## config.mk

```make
export PLATFORM = sky130hd
export DESIGN_NAME = jump_ctrl
export DESIGN_NICKNAME = d
export VERILOG_FILES = /design/src/rtl/jump_pkg.sv /design/src/rtl/gap_lfsr.sv /design/src/rtl/jump_ctrl.sv
export SDC_FILE = /design/constraint.sdc
export NUM_CORES = 1
export LEC_CHECK = 0
export CAP_MARGIN = 10
export CORE_UTILIZATION = 49
export DETAILED_ROUTE_END_ITERATION = 10
export PLACE_DENSITY_LB_ADDON = 0.1
export SYNTH_ARGS = -nofsm -noshare
export SYNTH_HDL_FRONTEND = slang
export SYNTH_SLANG_ARGS = --single-unit
```

## constraint.sdc

```tcl
create_clock -name clk -period 3 [get_ports clk]
set_input_delay 0.3 -clock clk [delete_from_list [all_inputs] [get_ports clk]]
set_output_delay 0.3 -clock clk [all_outputs]
set_load 0.01 [all_outputs]
```

## src/rtl/jump_pkg.sv

```systemverilog
// Shared types and defaults for the jump game controller.
// No logic; consumed by jump_ctrl.
// Positions are 10-bit unsigned screen coordinates.
package jump_pkg;

    localparam int MAN_HOME_DEF = 60;
    localparam int STAGE_W_DEF  = 40;
    localparam int SCREEN_W_DEF = 640;
    localparam int FIX_GAP_DEF  = 120;
    localparam int POS_W        = 10;
    localparam int STAGE1_HOME  = 200;

    typedef logic [POS_W-1:0] pos_t;

    typedef enum logic [2:0] {
        ST_IDLE,
        ST_CHARGE,
        ST_JUMP,
        ST_LAND,
        ST_SCROLL,
        ST_OVER
    } state_t;

    function automatic logic [7:0] sat_inc8(input logic [7:0] v);
        return (v == 8'hFF) ? v : v + 8'd1;
    endfunction

endpackage

```

## src/rtl/gap_lfsr.sv

```systemverilog
// Gap randomiser: 8-bit Fibonacci LFSR x^8+x^6+x^5+x^4+1, seed 8'hA5.
// Latency: new value one clk after an adv cycle.
// Backpressure: none; advances whenever adv is high.
module gap_lfsr (
    input  logic       clk,
    input  logic       rst_n,
    input  logic       adv,
    output logic [5:0] rnd
);

    logic [7:0] lfsr;

    always_ff @(posedge clk or negedge rst_n) begin
        if (!rst_n) begin
            lfsr <= 8'hA5;
        end else if (adv) begin
            lfsr <= {lfsr[6:0], lfsr[7] ^ lfsr[5] ^ lfsr[4] ^ lfsr[3]};
        end
    end

    assign rnd = lfsr[5:0];

endmodule

```

## src/rtl/jump_ctrl.sv

```systemverilog
// Jump game controller: charge while btn held, jump, land/score, hand off to scroll block.
// Latency: motion advances one px per pulse; move_en is registered (rises the cycle after LAND).
// Backpressure: SCROLL waits indefinitely on move_fin. Option: JUMP_RAND_GAP_EN (random stage gap).
module jump_ctrl
    import jump_pkg::*;
#(
    parameter int MAN_HOME = MAN_HOME_DEF,
    parameter int STAGE_W  = STAGE_W_DEF,
    parameter int SCREEN_W = SCREEN_W_DEF,
    parameter int FIX_GAP  = FIX_GAP_DEF
) (
    input  logic       clk,
    input  logic       rst_n,
    input  logic       pulse,
    input  logic       btn,
    input  logic       move_fin,
    input  logic [9:0] new_man_x,
    input  logic [9:0] new_stage_x [0:1],
    output logic       move_en,
    output logic [9:0] man_x,
    output logic [9:0] stage_x [0:1],
    output logic [7:0] charge,
    output logic [7:0] score,
    output logic       game_over
);

    localparam pos_t        HOME_X    = pos_t'(MAN_HOME);
    localparam pos_t        HOME_S0   = pos_t'(MAN_HOME - STAGE_W / 2);
    localparam pos_t        HOME_S1   = pos_t'(STAGE1_HOME);
    localparam pos_t        MAN_MAX   = pos_t'(SCREEN_W - 1);
    localparam logic [10:0] STAGE_EXT = 11'(STAGE_W - 1);
    localparam logic [10:0] S1_MAX    = 11'(SCREEN_W - STAGE_W);

    state_t     state, state_nxt;
    pos_t       man_r, s0_r, s1_r;
    logic [7:0] charge_r, remain_r, score_r;
    logic       move_en_r, btn_q;
    pos_t       gap;

`ifdef JUMP_RAND_GAP_EN
    logic [5:0] gap_rnd;

    gap_lfsr u_gap_lfsr (
        .clk   (clk),
        .rst_n (rst_n),
        .adv   (pulse),
        .rnd   (gap_rnd)
    );

    assign gap = pos_t'(80) + pos_t'(gap_rnd);
`else
    assign gap = pos_t'(FIX_GAP);
`endif

    logic        jump_done, on_target, on_home, btn_rise;
    logic [10:0] s1_end, s0_end, s1_sum;
    pos_t        s1_next;

    assign jump_done = (remain_r == 8'd0) || (man_r == MAN_MAX);
    assign s1_end    = {1'b0, s1_r} + STAGE_EXT;
    assign s0_end    = {1'b0, s0_r} + STAGE_EXT;
    assign on_target = (man_r >= s1_r) && ({1'b0, man_r} <= s1_end);
    assign on_home   = (man_r >= s0_r) && ({1'b0, man_r} <= s0_end);
    assign btn_rise  = btn && !btn_q;

    // Next target edge: sum in 11 bits so the clamp sees true overflow.
    assign s1_sum  = {1'b0, new_stage_x[1]} + {1'b0, gap};
    assign s1_next = (s1_sum > S1_MAX) ? pos_t'(S1_MAX) : s1_sum[9:0];

    always_ff @(posedge clk or negedge rst_n) begin
        if (!rst_n) begin
            state <= ST_IDLE;
        end else begin
            state <= state_nxt;
        end
    end

    always_comb begin
        state_nxt = state;
        unique case (state)
            ST_IDLE:   if (btn)       state_nxt = ST_CHARGE;
            ST_CHARGE: if (!btn)      state_nxt = ST_JUMP;
            ST_JUMP:   if (jump_done) state_nxt = ST_LAND;
            ST_LAND: begin
                if (on_target)        state_nxt = ST_SCROLL;
                else if (on_home)     state_nxt = ST_IDLE;
                else                  state_nxt = ST_OVER;
            end
            ST_SCROLL: if (move_fin)  state_nxt = ST_IDLE;
            ST_OVER:   if (btn_rise)  state_nxt = ST_IDLE;
            default:                  state_nxt = ST_IDLE;
        endcase
    end

    always_ff @(posedge clk or negedge rst_n) begin
        if (!rst_n) begin
            man_r     <= HOME_X;
            s0_r      <= HOME_S0;
            s1_r      <= HOME_S1;
            charge_r  <= 8'd0;
            remain_r  <= 8'd0;
            score_r   <= 8'd0;
            move_en_r <= 1'b0;
            btn_q     <= 1'b0;
        end else begin
            btn_q     <= btn;
            move_en_r <= (state_nxt == ST_SCROLL);
            unique case (state)
                ST_IDLE: if (btn) charge_r <= 8'd0;
                ST_CHARGE: begin
                    // A pulse coinciding with release still counts toward the jump.
                    if (pulse) charge_r <= sat_inc8(charge_r);
                    if (!btn)  remain_r <= pulse ? sat_inc8(charge_r) : charge_r;
                end
                ST_JUMP: begin
                    if (pulse && !jump_done) begin
                        man_r    <= man_r + pos_t'(1);
                        remain_r <= remain_r - 8'd1;
                    end
                end
                ST_LAND: if (on_target) score_r <= sat_inc8(score_r);
                ST_SCROLL: begin
                    if (move_fin) begin
                        man_r <= new_man_x;
                        s0_r  <= new_stage_x[1];
                        s1_r  <= s1_next;
                    end
                end
                ST_OVER: begin
                    if (btn_rise) begin
                        man_r   <= HOME_X;
                        s0_r    <= HOME_S0;
                        s1_r    <= HOME_S1;
                        score_r <= 8'd0;
                    end
                end
                default: ;
            endcase
        end
    end

    // While scrolling, positions come straight from the scroll block.
    always_comb begin
        man_x      = man_r;
        stage_x[0] = s0_r;
        stage_x[1] = s1_r;
        if (state == ST_SCROLL) begin
            man_x      = new_man_x;
            stage_x[0] = new_stage_x[0];
            stage_x[1] = new_stage_x[1];
        end
        game_over = (state == ST_OVER);
        move_en   = move_en_r;
        charge    = charge_r;
        score     = score_r;
    end

endmodule

```

==> metrics.md, run 1 <==
| Metric | Value |
|---|---|
| Area of the core | `around 0.01 mm2` |
| Share of post-route cells with drive strength above 1 | `0.1184` |
| Max VDD drop | `between 0.0005 and 0.0006 V` |
| Result of the run | `complete, no violations` |
| Clock insertion delay at the later pin of the skew report | `350 ps` |
| Kind of end point of the critical path | `register` |
| Post-route DRC | `0` |
| Placed instance area | `0.005977 mm2` |
| Root buffer cell | `sky130_fd_sc_hd__clkbuf_8` |
| Number of antenna violations at the first check in global routing | `0` |
| Critical path required time | `approximately 3300 ps` |
| Layout overhead on the synthesized area | `28.58%` |
| Unrepaired setup endpoints after global routing | `true` |
| Async set or reset register ratio after synthesis | `1.000` |
| Non-Filler Instances | `834` |
| Total iterations of the first detailed-routing run | `8` |
| Number of instances in the synthesized netlist | `600` |
| Max capacitance violation total | `0` |
| Startpoint of the worst register-to-register path | `s1_r[3]` |
| I/O Pins | `between 80 and 90` |
| Shortest clock period the worst path allows after layout | `2999 ps` |
| Final setup violation count | `0` |
| Number of warnings printed during yosys synthesis | `0` |
| Final Hold Viols | `0` |
| Actual slew at the worst max-slew pin | `~1200 ps` |
| Horizontal die dimension | `just over 100 um` |
| Overall overflow remaining after global route | `0` |
| Violation count after the first detailed-routing iteration | `approximately 260` |
| Starting density of the core | `0.5018` |
| Sequential cell area fraction in the yosys report | `0.3047` |
| Leak | `about 2.7 nW` |
| Cell row count | `36` |
| Global placer's final weighted congestion | `0.8769` |
| Mean post-synth cell area | `8.137 um2` |
| Worst EP arrival | `3280 ps` |
| Relative slew slack | `0.1785` |
| Largest net degree at the start of global routing | `42` |
| Crit path max fanout | `4` |
| Count of input and output buffers | `82` |
| Post-DR wirelength/cell | `16.93 um` |
| Final worst-path cycle share | `0.9995` |
| Number of enable-type register cells in the synthesized netlist | `0` |
| Number of sinks on the clock net | `59` |
| Distinct cell type count of the synthesized netlist | `67` |
| Net count of the finished layout | `780` |
| Type of the worst setup path | `reg2reg` |
| Post-CTS Hold Fix Bufs | `0` |
| Die H | `about 100 um` |
| Cell type contributing the most total cell area after synthesis | `sky130_fd_sc_hd__dfrtp_1` |
| Total Routed Length | `~14 mm` |
| Via count of the first global-routing pass | `roughly 4,500` |
| CP Launch Point | `s1_r[3]` |
| Placed Cells incl. Taps | `slightly above 800` |
| Antenna Cells | `0` |
| Cell types with the largest area share after synthesis | `sky130_fd_sc_hd__dfrtp_1 (26%), sky130_fd_sc_hd__ha_1 (13%), sky130_fd_sc_hd__nand2_1 (7.1%)` |
| Buffers from clock root to sink, at most | `2` |
| Flop-to-flop setup slack | `roughly 1.4 ps` |
| Max-slew violation count | `0` |
| Half-perimeter wire length of the detailed placement result | `10.81 mm` |
| Final instance area | `around 0.0063 mm2` |
| #FFs+latches synth | `59` |
| Number of CTS-inserted buffers | `9` |
| Area fraction of the dominant cell type after synthesis | `0.2563` |
| Maximum clock rate | `0.3335 GHz` |
| Worst Hold Class | `in2async` |
| Remaining antenna violation count | `0` |
| Area enclosed by the die boundary | `roughly 0.010 mm2` |
| Clock tree from TritonCTS | `yes` |
| Via count | `between 4,000 and 5,000` |
| Setup crit start kind | `register` |
| Worst clock skew | `12.62 ps` |
| Total GRT Usage | `0.2778` |
| Clock slew seen by the registers of the worst setup and hold paths | `about 70 ps` |
| Vias per cell | `5.831` |
| Total number of H-tree levels | `3` |
| Synth Cell Area | `between 0.004 and 0.005 mm2` |
| Wire length of the first global-routing pass | `~22 mm` |
| Nets in the synthesized netlist | `between 600 and 700` |
| Primary flip-flop cell chosen by synthesis mapping | `sky130_fd_sc_hd__dfrtp_1` |
| Power Density | `approximately 1100 mW/mm2` |
state kept, by name (all words and copies together) (netlist names):
| name | flops |
|---|---|
| score | 8 |
| btn_q | 1 |
| charge | 8 |
| state | 3 |
| s0_r | 10 |
| remain_r | 8 |
| s1_r | 10 |
| move_en | 1 |
| man_r | 10 |
placed cells by master, fill, tap and decap left out, types with 4 or more instances in the layout:
master	Yosys	layout
sky130_fd_sc_hd__clkdlybuf4s50_1	0	81
sky130_fd_sc_hd__dfstp_2	9	9
sky130_fd_sc_hd__or3_1	7	6
sky130_fd_sc_hd__nand2b_1	11	10
sky130_fd_sc_hd__o211ai_1	5	5
sky130_fd_sc_hd__buf_4	0	25
sky130_fd_sc_hd__o21ai_1	18	18
sky130_fd_sc_hd__nand4_1	12	12
sky130_fd_sc_hd__xnor2_1	20	20
sky130_fd_sc_hd__dfrtp_1	50	50
sky130_fd_sc_hd__nor3_1	11	10
sky130_fd_sc_hd__a21o_1	5	5
sky130_fd_sc_hd__nand2_1	92	91
sky130_fd_sc_hd__nor2b_1	5	5
sky130_fd_sc_hd__clkbuf_8	0	11
sky130_fd_sc_hd__nor2_1	35	34
sky130_fd_sc_hd__mux2i_1	8	8
sky130_fd_sc_hd__inv_1	34	34
sky130_fd_sc_hd__o22ai_1	4	4
sky130_fd_sc_hd__o21a_1	4	4
sky130_fd_sc_hd__a31oi_1	10	9
sky130_fd_sc_hd__o31ai_1	13	12
sky130_fd_sc_hd__a22o_1	4	4
sky130_fd_sc_hd__a21oi_1	34	33
sky130_fd_sc_hd__o21ai_0	42	42
sky130_fd_sc_hd__ha_1	49	48
sky130_fd_sc_hd__and3_1	8	8
sky130_fd_sc_hd__nand3_1	24	24
layer usage:
metal  part of all wire  GRT usage
met1               0.48     0.3835
met2               0.46     0.4475
met3              0.046    0.04583
met4              0.013    0.08571
met5                  0          0
cells by family after synthesis:
| logic type | share of synthesized area |
|---|---|
| AND/OR/NAND/NOR | 0.2289 |
| AO/OA/AOI/OAI | 0.2332 |
| buffers and inverters | 0.04997 |
| flip-flops | 0.3047 |
| adder cells (fa/ha/maj) | 0.1256 |
| XOR/XNOR | 0.04126 |
| multiplexers | 0.01640 |
final timing paths:
kind | endpoint | cells after the start
max | score[6] | 12
min | s0_r[7] | 1
max reg2reg | score[6] | 12
min reg2reg | remain_r[7] | 2
max in group asynchronous | remain_r[1] | 2
min in group clk | remain_r[7] | 2
Yosys cell counts, types with 3 or more instances:
cell type / instances
sky130_fd_sc_hd__nand2_1: 92
sky130_fd_sc_hd__dfrtp_1: 50
sky130_fd_sc_hd__ha_1: 49
sky130_fd_sc_hd__o21ai_0: 42
sky130_fd_sc_hd__nor2_1: 35
sky130_fd_sc_hd__a21oi_1: 34
sky130_fd_sc_hd__inv_1: 34
sky130_fd_sc_hd__nand3_1: 24
sky130_fd_sc_hd__xnor2_1: 20
sky130_fd_sc_hd__o21ai_1: 18
sky130_fd_sc_hd__clkbuf_1: 17
sky130_fd_sc_hd__o31ai_1: 13
sky130_fd_sc_hd__nand4_1: 12
sky130_fd_sc_hd__nand2b_1: 11
sky130_fd_sc_hd__nor3_1: 11
sky130_fd_sc_hd__a31oi_1: 10
sky130_fd_sc_hd__dfstp_2: 9
sky130_fd_sc_hd__and3_1: 8
sky130_fd_sc_hd__mux2i_1: 8
sky130_fd_sc_hd__or3_1: 7
sky130_fd_sc_hd__a211oi_1: 5
sky130_fd_sc_hd__a21o_1: 5
sky130_fd_sc_hd__nor2b_1: 5
sky130_fd_sc_hd__o211ai_1: 5
sky130_fd_sc_hd__a22o_1: 4
sky130_fd_sc_hd__nor4_1: 4
sky130_fd_sc_hd__o21a_1: 4
sky130_fd_sc_hd__o22ai_1: 4
sky130_fd_sc_hd__a2111oi_0: 3
sky130_fd_sc_hd__a22oi_1: 3
sky130_fd_sc_hd__and2_1: 3
sky130_fd_sc_hd__buf_2: 3
sky130_fd_sc_hd__nand3b_1: 3
sky130_fd_sc_hd__xor2_1: 3
power breakdown:
part,leakage (nW),internal (mW),switching [mW]
registers,0.733,1.14,0.453
logic,1.89,2.06,2.31
clock network,0.106,0.432,0.350
area by class of cell:
| cell class | instances | area (um2) |
|---|---|---|
| fill | 872 | 3452 |
| tap | 133 | 166.4 |
| timing repair buffer | 109 | 1035 |
| multi-input combinational | 481 | 3242 |
| inverter | 36 | 135.1 |
| sequential | 59 | 1488 |
| clock buffer | 11 | 151.4 |
| clock inverter | 5 | 60.06 |
through the flow:
stage	power [mW]	util	TNS [ps]	hold slack [ps]	setup slack (ps)
2_1_floorplan	4.087	-	0	4.409	4.297
3_3_place_gp	5.587	0.6143	0	482.2	23.31
3_5_place_dp	5.714	0.6143	-75.16	512.3	-75.16
4_1_cts	6.579	0.6395	0	138.1	4.542
5_1_grt	7.267	0.6452	-276.8	175.0	-120.0
6_report	6.744	0.6452	0	120.9	1.425
worst max-delay path, stage by stage (launching register included):
cell and delay, ps:
sky130_fd_sc_hd__dfstp_2 530, sky130_fd_sc_hd__inv_1 50, sky130_fd_sc_hd__or3_4 370, sky130_fd_sc_hd__nand2_2 80, sky130_fd_sc_hd__nand4_1 110, sky130_fd_sc_hd__xnor2_1 140
sky130_fd_sc_hd__ha_1 310, sky130_fd_sc_hd__nand4_1 100, sky130_fd_sc_hd__or3_1 390, sky130_fd_sc_hd__o221ai_2 80, sky130_fd_sc_hd__o221ai_2 180, sky130_fd_sc_hd__or4_1 450
sky130_fd_sc_hd__a21oi_2 130
timing repair:
action / 4_1_cts / 5_1_grt
gates cloned: 0 / 0
buffers inserted: 1 / 0
gates resized for setup: 5 / 11
endpoints found under the setup margin: 2 / 5
pin swaps: 7 / 2
(Power assumes the default switching activity.)
==> inputs of run 2 (changes only) <==
--- a/config.mk
+++ b/config.mk
@@ -8,6 +8,7 @@
 export CAP_MARGIN = 10
 export CORE_UTILIZATION = 49
 export DETAILED_ROUTE_END_ITERATION = 10
+export HOLD_SLACK_MARGIN = 0.15
 export PLACE_DENSITY_LB_ADDON = 0.1
 export SYNTH_ARGS = -nofsm -noshare
 export SYNTH_HDL_FRONTEND = slang
==> metrics.md, run 2 (synthesis gave the netlist of run 1 again) <==
| Metric | Value |
|---|---|
| Result of the run | `complete, no violations (unchanged)` |
| Buffers from clock root to sink, at most | `2 (unchanged)` |
| Die H | `101.8 um (unchanged)` |
| Violation count after the first detailed-routing iteration | `229 (was 262)` |
| Placement Setup Slack | `-75.16 ps (unchanged)` |
| Wire length of the first global-routing pass | `22.16 mm (unchanged)` |
| Leading cell types in the layout, fill and taps excluded | `sky130_fd_sc_hd__nand2_1 (91), sky130_fd_sc_hd__clkdlybuf4s50_1 (81), sky130_fd_sc_hd__dfrtp_1 (50) (unchanged)` |
| Type of the worst setup path | `reg2reg (unchanged)` |
| Leak | `2.737 nW (was 2.733 nW)` |
| Area of the core | `0.009729 mm2 (unchanged)` |
| I/O Pins | `83 (unchanged)` |
| Via count of the first global-routing pass | `4,510 (unchanged)` |
| Worst EP arrival | `3280 ps (about the same)` |
| Setup crit start kind | `register (unchanged)` |
| Post-DR wirelength/cell | `16.91 um (was 16.93 um)` |
| Largest registers | `man_r (10), s0_r (10), s1_r (10) (unchanged)` |
| Root buffer cell | `sky130_fd_sc_hd__clkbuf_8 (unchanged)` |
| Area enclosed by the die boundary | `0.01037 mm2 (unchanged)` |
| Global placer's final weighted congestion | `0.8769 (unchanged)` |
| Overall overflow remaining after global route | `0 (unchanged)` |
| Number of antenna violations at the first check in global routing | `0 (unchanged)` |
| Clock slew seen by the registers of the worst setup and hold paths | `80 ps (was 70 ps)` |
| Horizontal die dimension | `101.8 um (unchanged)` |
| Final Hold Viols | `0 (unchanged)` |
| Count of input and output buffers | `82 (unchanged)` |
| Post-route worst setup slack | `1.151 ps (was 1.425 ps)` |
| Power Density | `1073 mW/mm2 (was 1074 mW/mm2)` |
| Most frequent standard cell in the layout excluding fill and tap cells | `sky130_fd_sc_hd__nand2_1 (unchanged)` |
| Relative slew slack | `0.1908 (was 0.1785)` |
| Clock tree from TritonCTS | `yes (unchanged)` |
| Shortest clock period the worst path allows after layout | `2999 ps (about the same)` |
| Flop-to-flop setup slack | `1 ps (about the same)` |
| Clock insertion delay at the later pin of the skew report | `350 ps (about the same)` |
| Vias per cell | `5.804 (was 5.831)` |
| Starting density of the core | `0.5018 (unchanged)` |
| Final setup violation count | `0 (unchanged)` |
| Crit path max fanout | `4 (unchanged)` |
| Half-perimeter wire length of the detailed placement result | `10.81 mm (unchanged)` |
| Max-slew violation count | `0 (unchanged)` |
| Max capacitance violation total | `0 (unchanged)` |
| Largest net degree at the start of global routing | `42 (unchanged)` |
| Cell row count | `36 (unchanged)` |
| Remaining antenna violation count | `0 (unchanged)` |
| Number of sinks on the clock net | `59 (unchanged)` |
| Actual slew at the worst max-slew pin | `1211 ps (was 1230 ps)` |
| Antenna Cells | `0 (unchanged)` |
| Total iterations of the first detailed-routing run | `5 (was 8)` |
| Worst clock skew | `13.51 ps (was 12.62 ps)` |
| Layout overhead on the synthesized area | `28.78% (was 28.58%)` |
| Maximum clock rate | `0.3335 GHz (about the same)` |
| Share of post-route cells with drive strength above 1 | `0.1182 (was 0.1184)` |
| Total GRT Usage | `0.2778 (unchanged)` |
| Post-route DRC | `0 (unchanged)` |
| Total Routed Length | `14.12 mm (about the same)` |
| Via count | `4,846 (was 4,863)` |
| Final worst-path cycle share | `0.9996 (was 0.9995)` |
| Number of CTS-inserted buffers | `9 (unchanged)` |
| Kind of end point of the critical path | `register (unchanged)` |
| Critical path required time | `3280 ps (about the same)` |
| Max VDD drop | `0.0005162 V (was 0.0005163 V)` |
| Net count of the finished layout | `781 (was 780)` |
| Worst Hold Class | `reg2reg (was in2async)` |
| Worst hold slack | `532.2 ps (was 120.9 ps)` |
| Unrepaired setup endpoints after global routing | `true (unchanged)` |
| Total number of H-tree levels | `3 (unchanged)` |
## run 2: changes by cell type in the layout (fill, tap and decap cells not counted), sizes merged
cell | before | now
dlygate4sd3 | 0 | 1
## run 2: area by class of cell
class / count / area, um2
Fill cell: 871 / 3442
Multi-Input combinational cell: 481 / 3242
Sequential cell: 59 / 1488
Timing Repair Buffer: 110 / 1045
Tap cell: 133 / 166.4
Clock buffer: 11 / 151.4
Inverter: 36 / 135.1
Clock inverter: 5 / 60.06
## run 2: where the power goes
part	switching [mW]	internal [mW]	total (mW)
Combinational	2.31	2.06	4.37
Clock	0.355	0.432	0.786
Sequential	0.456	1.14	1.59
Total	3.12	3.63	6.75
## run 2: per-layer routing
metal | GRT usage | part of all wire | vias up
met3 | 0.04583 | 0.047 | 20
met2 | 0.4475 | 0.46 | 133
li1 | - | - | 2376
met1 | 0.3835 | 0.48 | 2317
met5 | 0 | 0 | -
met4 | 0.08571 | 0.014 | 0
## run 2: through the flow
stage	TNS [ps]	instance area [um2]	total power [mW]	instances	utilization
final	0	6287	6.747	835	0.6462
after global routing	-276.8	6287	7.268	835	0.6462
after CTS	0	6232	6.580	835	0.6406
after detailed placement	-75.16	5977	5.714	817	0.6143
after global placement	0	5977	5.587	817	0.6143
after floorplan	0	4888	4.087	600	-
## run 2: path summary, 6_finish.rpt
| check | from | endpoint | cells past startpoint |
|---|---|---|---|
| setup reg to reg | s1_r[3] | score[6] | 12 |
| setup / recovery | s1_r[3] | score[6] | 12 |
| hold reg to reg | remain_r[7] | remain_r[7] | 2 |
| hold / removal | remain_r[7] | remain_r[7] | 2 |
| min in group asynchronous | rst_n | s0_r[7] | 2 |
| max in group asynchronous | rst_n | remain_r[1] | 3 |
## run 2: timing repair
| item | in CTS | in global routing |
|---|---|---|
| pin swaps | 7 | 2 |
| gates resized for setup | 5 | 11 |
| setup buffers | 1 | 0 |
| hold buffers | 1 | 0 |
| setup endpoints to repair | 2 | 5 |
| endpoints found under the hold margin | 9 | 0 |
## run 2: worst max-delay path: stages (launching register included)
cell	delay, ps
sky130_fd_sc_hd__dfstp_2	530
sky130_fd_sc_hd__inv_1	50
sky130_fd_sc_hd__or3_4	370
sky130_fd_sc_hd__nand2_2	80
sky130_fd_sc_hd__nand4_1	110
sky130_fd_sc_hd__xnor2_1	140
sky130_fd_sc_hd__ha_1	310
sky130_fd_sc_hd__nand4_1	100
sky130_fd_sc_hd__or3_1	390
sky130_fd_sc_hd__o221ai_2	80
sky130_fd_sc_hd__o221ai_2	180
sky130_fd_sc_hd__or4_1	450
sky130_fd_sc_hd__a21oi_2	130
==> inputs of run 3 (changes only) <==
--- a/config.mk
+++ b/config.mk
@@ -8,6 +8,7 @@
 export CAP_MARGIN = 10
 export CORE_UTILIZATION = 49
 export DETAILED_ROUTE_END_ITERATION = 10
+export GPL_TIMING_DRIVEN = 1
 export HOLD_SLACK_MARGIN = 0.15
 export PLACE_DENSITY_LB_ADDON = 0.1
 export SYNTH_ARGS = -nofsm -noshare
==> results of run 3 <==
The final DEF is identical to that of run 2; final timing and power are the same.
==> variant, RTL diff (settings of run 2) <==
The 6 states of `state_t` get a one-hot encoding in 6 bits.
--- a/src/rtl/jump_pkg.sv
+++ b/src/rtl/jump_pkg.sv
@@ -14,9 +14,9 @@
 
-    typedef enum logic [2:0] {
-        ST_IDLE,
-        ST_CHARGE,
-        ST_JUMP,
-        ST_LAND,
-        ST_SCROLL,
-        ST_OVER
+    typedef enum logic [5:0] {
+        ST_IDLE   = 6'b000001,
+        ST_CHARGE = 6'b000010,
+        ST_JUMP   = 6'b000100,
+        ST_LAND   = 6'b001000,
+        ST_SCROLL = 6'b010000,
+        ST_OVER   = 6'b100000
     } state_t;
Function: no difference found for any inputs over 10 cycles, from zero or initial values and one cycle with rst_n low; not proved beyond that.
==> variant against run 2 <==
Non-clock buffer count increased by 5; die area increased by 2.3%; routed wire length increased by 8.2%; cell count increased by 2.2%; synthesized area increased by 2.3%; cell area increased by 3.2%; sequential share of layout area increased by 0.45 points; sequential cell count increased by 3; worst setup slack improved by 21 ps.
Power is not compared: it rests on default switching activity, and its combinational part moved more than twofold at a synthesized area within 25%.
==> variant: results (changes against run 2) <==
stage;metric;value;unit;change
outcome;status;finished, final reports clean;;unchanged
grt;grt_pass1_vias;4781;;was 4510
drt;drtIter0Drc;357;;was 229
grt;grtUsageTotal;29.8;%;was 27.8%
place;placed_area;6030;sq um;was 5980 sq um
yosys;yosysUniqueCellTypes;69;;was 67
grt;grt_max_degree;43;;was 42
setup_path;crit_fanout;6;;was 4
clock_network;clk_latency;370;ps;was 350 ps
place;place_ws;-123;ps;was -75.2 ps
cells_and_area;drive_gt1_share;12.4;%;was 11.8%
drt;met2_length;7.04;mm;was 6.49 mm
drt;top_layer_used;met4;;unchanged
timing;worst_slew_pin_slew;1010;ps;was 1210 ps
drt;m1WireLength;6.80;mm;was 6.78 mm
yosys;synth.area.top_cells;dfrtp_1, ha_1, nand2_1;;unchanged
place;gp_congestion;0.938;;was 0.877
grt;grt_pass1_wl;23.9;mm;was 22.2 mm
drt;vias;5136;;was 4846
place;dp_hpwl;11.1;mm;was 10.8 mm
drt;routed-wl-met3;1.02;mm;was 661 um
drt;totalWireLength;15.3;mm;was 14.1 mm
cells_and_area;layout.nets;799;;was 781
yosys;synthTopCellsByCount;nand2_1, dfrtp_1, ha_1;;unchanged
cells_and_area;num_antenna_cells;0;;unchanged
timing;finClkSkew;9.54;ps;was 13.5 ps
yosys;synth_nets;693;;was 684
cells_and_area;n_fill_cell;856;;was 871
drt;antenna_left;0;;unchanged
yosys;ys_seq_area_share;31.3;%;was 30.5%
## variant: path summary, 6_finish.rpt
| path | startpoint | end | slack (ps) | cells after the start |
|---|---|---|---|---|
| setup / recovery | s1_r[0] | score[6] | 20 | 14 |
| hold / removal | score[7] | score[7] | 530 | 1 |
| setup reg to reg | s1_r[0] | score[6] | 20 | 14 |
| hold reg to reg | score[7] | score[7] | 530 | 1 |
| max in group asynchronous | rst_n | state[0] | 1520 | 3 |
| min in group asynchronous | rst_n | s1_r[1] | 640 | 2 |
## variant: metrics by stage
stage,instances,util (%)
6_report,853,66.1
4_1_cts,844,64.6
3_5_place_dp,822,61.5
3_3_place_gp,822,61.5
2_1_floorplan,609,-
5_1_grt,853,66.1
## variant: timing repair
item / in CTS / in global routing
endpoints found under the hold margin: 31 / 0
gates resized for setup: 6 / 14
setup endpoints to repair: 26 / 14
pin swaps: 2 / 7
setup buffers: 4 / 9
cloned: 1 / 0
hold buffers: 1 / 0
## variant: worst max-delay path, cell delays in order, from the launching register on
cell      delay (ps)
dfrtp_1          400
inv_2            100
ha_4             160
nand2b_4          70
a31oi_4          220
nor3_2            60
xnor2_1          130
ha_1             320
a21o_1           200
a211o_1          310
a211oi_2         230
buf_4            190
o211ai_4         120
or3_1            330
nand3_1           80
## variant: layout make-up
type	count	area share, %
multi-input combinational	496	51.3
sequential	62	24.1
timing repair buffer	115	16.6
tap	133	2.57
clock buffer	10	2.12
inverter	31	1.79
clock inverter	6	1.45
## variant: routing by layer
| metal | global-route usage [%] | vias up |
|---|---|---|
| li1 | - | 2441 |
| met1 | 40.7 | 2449 |
| met2 | 45.8 | 203 |
| met3 | 5.08 | 43 |
| met4 | 14.7 | 0 |
| met5 | 0 | - |
## variant: cell families (layout without fill, tap and decap cells)
group / count (synthesis) / after routing / share of synthesized area, %
flops: 62 / 62 / 31.3
simple gates: 240 / 240 / 23.5
compound gates: 176 / 177 / 23.2
xor+xnor: 26 / 26 / 4.56
mux: 4 / 4 / 0.802
fa+ha+maj: 49 / 49 / 12.3
buf+inv: 52 / 162 / 4.31
## variant: where the power goes
part / switching [mW] / internal [mW] / total [mW]
registers: 0.147 / 0.936 / 1.08
logic: 0.521 / 0.425 / 0.946
clock network: 0.386 / 0.496 / 0.882
